### src/rtl/branch_predict_unit.sv
`default_nettype none
// ============================================================================
// branch_predict_unit : direct-mapped BHT/BTB lookup (IF) and branch resolution (EX)
// Revision: 1.0
// ============================================================================
module branch_predict_unit #(
  parameter int INDEX_W = 4,
  parameter int TAG_W   = 8,
  parameter int CNT_W   = 32
) (
  input  logic              clk,
  input  logic              rstn,
  input  logic [63:0]       if_pc,
  output logic              pred_taken,
  output logic [63:0]       pred_target,
  input  logic              ex_valid,
  input  logic [63:0]       ex_pc,
  input  logic [3:0]        ex_br_taken,
  input  logic [63:0]       ex_target,
  input  logic              ex_pred_taken,
  input  logic [63:0]       ex_pred_target,
  output logic              mispredict,
  output logic [63:0]       redirect_pc,
  output logic [CNT_W-1:0]  br_count,
  output logic [CNT_W-1:0]  mispred_count
);

  localparam int ENTRIES = 1 << INDEX_W;

  logic [ENTRIES-1:0] valid_q, valid_d;
  logic [TAG_W-1:0]   tag_q    [ENTRIES];
  logic [TAG_W-1:0]   tag_d    [ENTRIES];
  logic [63:0]        target_q [ENTRIES];
  logic [63:0]        target_d [ENTRIES];
  logic [1:0]         ctr_q    [ENTRIES];
  logic [1:0]         ctr_d    [ENTRIES];
  logic [CNT_W-1:0]   br_count_q, br_count_d;
  logic [CNT_W-1:0]   mispred_count_q, mispred_count_d;

  logic [INDEX_W-1:0] if_idx, ex_idx;
  logic [TAG_W-1:0]   if_tag, ex_tag;
  logic               if_hit, ex_hit;
  logic               is_br, act;
  logic [2:0]         ex_op;

  assign if_idx = if_pc[INDEX_W+1:2];
  assign if_tag = if_pc[INDEX_W+TAG_W+1:INDEX_W+2];
  assign ex_idx = ex_pc[INDEX_W+1:2];
  assign ex_tag = ex_pc[INDEX_W+TAG_W+1:INDEX_W+2];

  // Lookup sees only pre-edge table contents; no same-cycle bypass.
  assign if_hit      = valid_q[if_idx] && (tag_q[if_idx] == if_tag);
  assign pred_taken  = if_hit && ctr_q[if_idx][1];
  assign pred_target = pred_taken ? target_q[if_idx] : (if_pc + 64'd4);

  assign ex_op  = ex_br_taken[2:0];
  assign is_br  = ex_valid && (ex_op != 3'd0) && (ex_op != 3'd7);
  assign act    = ex_br_taken[3] && is_br;
  assign ex_hit = valid_q[ex_idx] && (tag_q[ex_idx] == ex_tag);

  // A stale taken prediction on a non-branch is flushed by the decoder, not here.
  assign mispredict  = is_br && ((act != ex_pred_taken) ||
                                 (act && ex_pred_taken && (ex_target != ex_pred_target)));
  assign redirect_pc = act ? ex_target : (ex_pc + 64'd4);

  assign br_count      = br_count_q;
  assign mispred_count = mispred_count_q;

  always_comb begin
    valid_d         = valid_q;
    tag_d           = tag_q;
    target_d        = target_q;
    ctr_d           = ctr_q;
    br_count_d      = br_count_q;
    mispred_count_d = mispred_count_q;
    if (is_br) begin
      if (ex_hit) begin
        if (act) begin
          target_d[ex_idx] = ex_target;
          if (ctr_q[ex_idx] != 2'b11) ctr_d[ex_idx] = ctr_q[ex_idx] + 2'b01;
        end else if (ctr_q[ex_idx] != 2'b00) begin
          ctr_d[ex_idx] = ctr_q[ex_idx] - 2'b01;
        end
      end else if (act) begin
        valid_d[ex_idx]  = 1'b1;
        tag_d[ex_idx]    = ex_tag;
        target_d[ex_idx] = ex_target;
        ctr_d[ex_idx]    = 2'b10;
      end
      if (br_count_q != {CNT_W{1'b1}}) br_count_d = br_count_q + 1'b1;
      if (mispredict && (mispred_count_q != {CNT_W{1'b1}}))
        mispred_count_d = mispred_count_q + 1'b1;
    end
  end

  always_ff @(posedge clk or negedge rstn) begin
    if (!rstn) begin
      valid_q         <= '0;
      br_count_q      <= '0;
      mispred_count_q <= '0;
      for (int i = 0; i < ENTRIES; i++) begin
        tag_q[i]    <= '0;
        target_q[i] <= '0;
        ctr_q[i]    <= 2'b01;
      end
    end else begin
      valid_q         <= valid_d;
      tag_q           <= tag_d;
      target_q        <= target_d;
      ctr_q           <= ctr_d;
      br_count_q      <= br_count_d;
      mispred_count_q <= mispred_count_d;
    end
  end

  // PC bits outside index/tag and the byte offset do not participate.
  logic unused_pc_bits;
  assign unused_pc_bits = ^{if_pc[63:INDEX_W+TAG_W+2], if_pc[1:0],
                            ex_pc[63:INDEX_W+TAG_W+2], ex_pc[1:0]};

endmodule
`default_nettype wire

### config.mk
export PLATFORM = sky130hd
export DESIGN_NAME = branch_predict_unit
export DESIGN_NICKNAME = d
export VERILOG_FILES = /design/src/rtl/branch_predict_unit.sv
export SDC_FILE = /design/constraint.sdc
export NUM_CORES = 2
export LEC_CHECK = 0
export CAP_MARGIN = 20
export CORE_ASPECT_RATIO = 1.4
export CORE_UTILIZATION = 54
export DETAILED_ROUTE_END_ITERATION = 7
export PLACE_DENSITY = 0.77
export SYNTH_ARGS = -nofsm -noshare
export SYNTH_HDL_FRONTEND = slang
export SYNTH_SLANG_ARGS = --single-unit
### constraint.sdc
create_clock -name clk -period 4.2 [get_ports clk]
set_clock_uncertainty 0.1 [all_clocks]
set_input_delay 0.63 -clock clk [delete_from_list [all_inputs] [get_ports clk]]
set_output_delay 0.63 -clock clk [all_outputs]
set_load 0.1 [all_outputs]
## Word level (Yosys, flattened, before mapping)

Cells that the tools add are included.

- Reduce and logical (&&, ||, !) cells: 22
- Mux-type cells: 38
- Div/mod/pow operators: 0
- $add $sub $neg: 6
- Bitwise logic cells: 7
- $lt $le $gt $ge: 6
- Shift operators: 0
- Equal/unequal tests: 9
- Multipliers: 0

Operator list:

| cell | count |
|---|---|
| 1024-bit bitwise mux | 1 |
| 64-bit 2-to-1 mux | 5 |
| 64-bit binary-select mux with 4-bit select | 1 |
| 64-bit demux with 4-bit select | 1 |
| 32-bit 2-to-1 mux | 5 |
| 64-bit by 3-bit adder with 64-bit output, second input constant | 2 |
| 128-bit bitwise mux | 1 |
| 32-bit by 1-bit adder with 32-bit output, second input constant | 2 |
| 8-bit binary-select mux with 4-bit select | 2 |
| 32-bit bitwise mux | 2 |
| 32-bit inequality test, second input constant | 2 |
| 64-bit inequality test | 1 |
| 8-bit 2-to-1 mux | 5 |
| 8-bit demux with 4-bit select | 1 |
| 16-bit OR | 2 |
| 16-bit AND | 1 |
| 2-bit binary-select mux with 4-bit select | 2 |
| 8-bit == test | 2 |
| 16-bit NOT | 1 |
| 1-bit logical AND | 12 |
| 5-bit greater-or-equal comparator, second input constant | 2 |
| 4-bit by 5-bit less-than comparator with 1-bit output, second input constant | 2 |
| 2-bit 2-to-1 mux | 5 |
| 4-bit NOT with 5-bit output | 2 |
| other kinds (19) | 26 |

- Bits in latches: 0
- Bits of input ports: 264
- Register bits after elaboration: 1264
- Memories kept: 0
- Bits in writable memories: 0
- ROM bits: 0

## Depth between registers and ports, before layout

- Depth after elaboration: 10
- Mapped depth: 14
- Depth with buffers taken out: 9

## Worst setup path before layout

Ideal clock, no wire load.

- Kind: input -> output
- From: input ex_pc[2]
- To: output redirect_pc[51]
- Data required time: 3470 ps
- Stages: 11
- Path slack: -1794 ps
- Buffers on the path: 4
- Arrival time: 5264 ps
- Cell sequence: buf_2 buf_4 buf_4 buf_1 nand3_1 nor2_1 nand4_1 nor4_2 nand4_1 xor2_1 o21ai_0

- Cells in the longest elaborated chain, start to end: 2

RTL lines:

| what | RTL line | source |
|---|---|---|
| from (decl) | 17 | `input logic [63:0] ex_pc,` |
| 64-bit by 3-bit adder with 64-bit output | 64 | `assign redirect_pc = act ? ex_target : (ex_pc + 64'd4);` |
| 64-bit 2-to-1 mux | 64 |  |
| to (decl) | 23 | `output logic [63:0] redirect_pc,` |

Every way passes these cells.

## Worst setup path in the final report

- From: register tag_q[21] in the netlist's numbering
- To: output pred_target[54]

- Cells in the longest elaborated chain, start to end: 7

RTL lines:

| what | RTL line | source |
|---|---|---|
| from (decl) | 31 | `logic [TAG_W-1:0] tag_q [ENTRIES];` |
| from (signal assigned) | 108 | `tag_q <= tag_d;` |
| 8-bit binary-select mux with 4-bit select | 52 | `assign if_hit = valid_q[if_idx] && (tag_q[if_idx] == if_tag);` |
| 8-bit 2-to-1 mux (implied by the code) (2 in series) | 52 |  |
| 8-bit == test | 52 |  |
| 1-bit logical AND | 52 |  |
| 1-bit logical AND | 53 | `assign pred_taken = if_hit && ctr_q[if_idx][1];` |
| 64-bit 2-to-1 mux | 54 | `assign pred_target = pred_taken ? target_q[if_idx] : (if_pc + 64'd4);` |
| to (decl) | 15 | `output logic [63:0] pred_target,` |

Every way passes these cells. The select of a mux whose other input is x is not followed.

==> summary.md <==
| Metric | Value |
|---|---|
| Crit end category | `output pin` |
| GPL Wtd Cong | `0.981` |
| Worst slew pin tran | `1.13 ns` |
| Final net count | `5,213` |
| VDD IR-drop max | `0.395 mV` |
| Initial antenna violation count | `9` |
| Pleak | `34.4 nW` |
| Top_reg_cell synth | `dfrtp_1` |
| Initial drt markers | `3,375` |
| Avg Inst Size Synth | `14.3 µm²` |
| Post-Syn Area | `0.0625 mm²` |
| Core Area | `0.115 mm²` |
| CP Data Arrival Time | `3.77 ns` |
| CTS tree | `done` |
| Clock power frac | `0.331` |
| CTS Sinks | `1,264` |
| PwrDens | `444 mW/mm²` |
| Top achievable clock speed | `222 MHz` |
| Largest net degree at the start of global routing | `132` |
| Via count | `41.2k` |
| Worst-path clk slew | `0.07 ns` |
| Post-synthesis register bit count | `1,264` |
| Slew Limit Headroom | `0.249` |
| Die area | `0.117 mm²` |
| Global-route usage over all layers | `0.323` |
| Endpoints failing setup | `64` |
| Setup TNS | `-13.49 ns` |
| Area growth, synth to finish | `25.0%` |
| Total CTS buffers | `115` |
| Post-synth EDFFs | `0` |
| Placed cell area | `0.0736 mm²` |
| Drt wl/cell | `28.5 µm` |
| Cell Rows | `147` |
| Synthesized net count | `4,661` |
| Clk_lat worst skew | `0.75 ns` |
| DRC Markers | `0` |
| Tmin final | `4.50 ns` |
| Sw Ratio | `0.282` |
| Setup crit start kind | `flip-flop` |
| Internal Power | `25.0 mW` |
| Sequential Power Share | `0.448` |
| Fin worst setup slack | `-0.297 ns` |
| Number of H-tree levels | `3` |
| Final period utilization | `1.07` |
| Fraction of registers with async set/reset | `1.00` |
| Die Width | `290 µm` |
| CP Max Fanout | `18` |
| Antenna-violating nets left | `0` |
| Final instance area | `0.0782 mm²` |
| Synth cell types | `63` |
| CP required | `3.47 ns` |
| Seq/Total Area, Yosys | `0.506` |
| Post-Syn Instances | `4,387` |
| Starting Density | `0.545` |
| Crit path kind | `flip-flop to output pin` |
| Die Ht | `405 µm` |
| Maxcap violations | `0` |
| Layout cells sized above 1 | `0.496` |
| DR pass1 iterations | `8` |
| Vias in the first global route | `43.4k` |
| Yosys warns | `0` |
| Root buffer cell | `clkbuf_16` |
| Vias per cell | `6.31` |
| First-pass GRT wire length | `279,000 µm` |
| Comb pwr share | `0.222` |
| Final Max Slew Viols | `0` |
| Grt ovf | `0` |
| Psw | `9.79 mW` |
| Final hold violation count | `0` |
| Post-Route WL | `186,000 µm` |
| Post-placement setup slack | `-0.929 ns` |
| Violated checks | `setup timing` |
| I/O pins | `458` |
| RSZ-0062 raised after global routing | `yes` |
| CTS Buffer Depth | `3` |
| Hold Crit Class | `flip-flop to flip-flop` |
| Port Buf Inserts | `457` |
| DP Wirelength | `125,000 µm` |
| Status | `complete, but fails checks` |
Yosys cell counts, types with 4 or more instances:
cell type / instances / area [µm²]
nor4_1: 18 / 113
nor2b_1: 7 / 43.8
dfrtp_1: 1248 / 31200
buf_1: 72 / 270
buf_4: 4 / 30.0
a211oi_1: 4 / 30.0
o21ai_0: 92 / 460
nand2b_1: 17 / 106
and3_1: 53 / 332
nand4_1: 61 / 382
a22oi_1: 16 / 120
or2_2: 8 / 50.1
nand2_1: 176 / 661
a31oi_1: 4 / 25.0
a21oi_1: 61 / 305
mux2_1: 4 / 45.0
nand3_1: 82 / 410
inv_1: 22 / 82.6
nor3_1: 14 / 70.1
clkbuf_1: 314 / 1180
mux4_2: 388 / 8740
nor3_2: 5 / 50.1
buf_2: 19 / 95.1
xor2_1: 87 / 762
xnor2_1: 174 / 1520
and4_1: 17 / 149
ha_1: 10 / 125
dfstp_2: 16 / 420
and2_1: 12 / 75.1
mux2i_1: 39 / 390
mux2_2: 1181 / 13300
nor2_1: 108 / 405
a32o_1: 9 / 90.1
layout make-up:
cell class,count,area (µm²)
fillers,7818,36600
flip-flops and latches,1264,31700
multi-input cells,2684,30400
repair buffers,849,9930
clock buffers,159,3330
well taps,1490,1860
clock inverters,57,856
inverters,25,101
diodes,1,2.50
worst max-delay path: stages, from the launching register on:
cell and delay, ns:
dfrtp_1 0.40, mux4_2 0.46, mux4_2 0.56, xnor2_2 0.17, and4_1 0.20, nand4b_1 0.18
buf_12 0.20, buf_12 0.20, mux2_2 0.39, buf_12 0.17
placed cells by master, fill, tap and decap left out, types with 29 or more instances in the layout:
master,netlist,routed
dfrtp_1,1248,1248
mux2_2,1181,1180
mux4_2,388,388
clkdlybuf4s50_1,0,315
buf_4,4,304
buf_12,2,215
nand2_1,176,176
xnor2_1,174,169
clkbuf_16,0,116
xor2_1,87,87
nand3_1,82,72
nor2_1,108,64
nand4_1,61,61
a21oi_4,0,51
and3_1,53,50
mux2i_1,39,39
o21ai_0,92,38
nor2_2,3,29
clkbuf_8,0,29
repair_timing:
action | CTS | global route
gates cloned | 0 | 2
buffers inserted | 2 | 8
hold buffers | 1 | 0
hold endpoints to repair | 100 | 0
gates resized for setup | 35 | 45
pin swaps | 4 | 3
setup endpoints to repair | 76 | 80
flip-flops by register name (all words and copies together), names as in the netlist:
register,flops
target_q,1024
tag_q,128
br_count,32
ctr_q,32
mispred_count,32
valid_q,16
power by group through the flow:
stage | sequential [mW] | clock, mW | combinational, mW
2_1_floorplan | 15.7 | 0 | 4.84
3_3_place_gp | 15.5 | 0 | 7.45
3_5_place_dp | 15.7 | 0 | 7.65
4_1_cts | 15.5 | 11.6 | 7.70
5_1_grt | 15.8 | 12.0 | 8.11
6_report | 15.6 | 11.5 | 7.70
logic make-up (layout without fill, tap and decap cells):
group | count (synthesis) | in the layout | synth area share
mux | 1615 | 1615 | 0.361
flops | 1264 | 1264 | 0.506
simple gates | 594 | 594 | 0.0478
buf+inv | 439 | 1090 | 0.0278
xor+xnor | 261 | 261 | 0.0365
compound gates | 204 | 204 | 0.0191
fa+ha+maj | 10 | 10 | 0.00200
other cells | 0 | 1 | 0
final timing paths:
| kind | startpoint | slack, ns | cells after the start | to |
|---|---|---|---|---|
| max | tag_q[21] | -0.30 | 9 | pred_target[54] |
| min | mispred_count[31] | 0.39 | 1 | mispred_count[31] |
| max reg2reg | tag_q[101] | 0.68 | 12 | tag_q[114] |
| min reg2reg | mispred_count[31] | 0.39 | 1 | mispred_count[31] |
| max in group asynchronous | rstn | 2.38 | 3 | target_q[693] |
| min in group asynchronous | rstn | 0.44 | 2 | valid_q[12] |
through the flow:
stage,hold WS [ns],utilization,std cells,total power [mW]
4_1_cts,0.390,0.679,6518,34.8
2_1_floorplan,0.234,-,4387,20.5
3_3_place_gp,0.366,0.641,6299,23.0
3_5_place_dp,0.379,0.641,6299,23.4
6_report,0.391,0.681,6529,34.7
5_1_grt,0.402,0.681,6528,35.9
layer usage:
metal,share of wire,track usage,vias up
met4,0.045,0.141,8
li1,-,-,17222
met5,0.00026,0,-
met2,0.50,0.530,1686
met1,0.38,0.411,21866
met3,0.077,0.0719,424
Power figures use the tool's default switching activity.
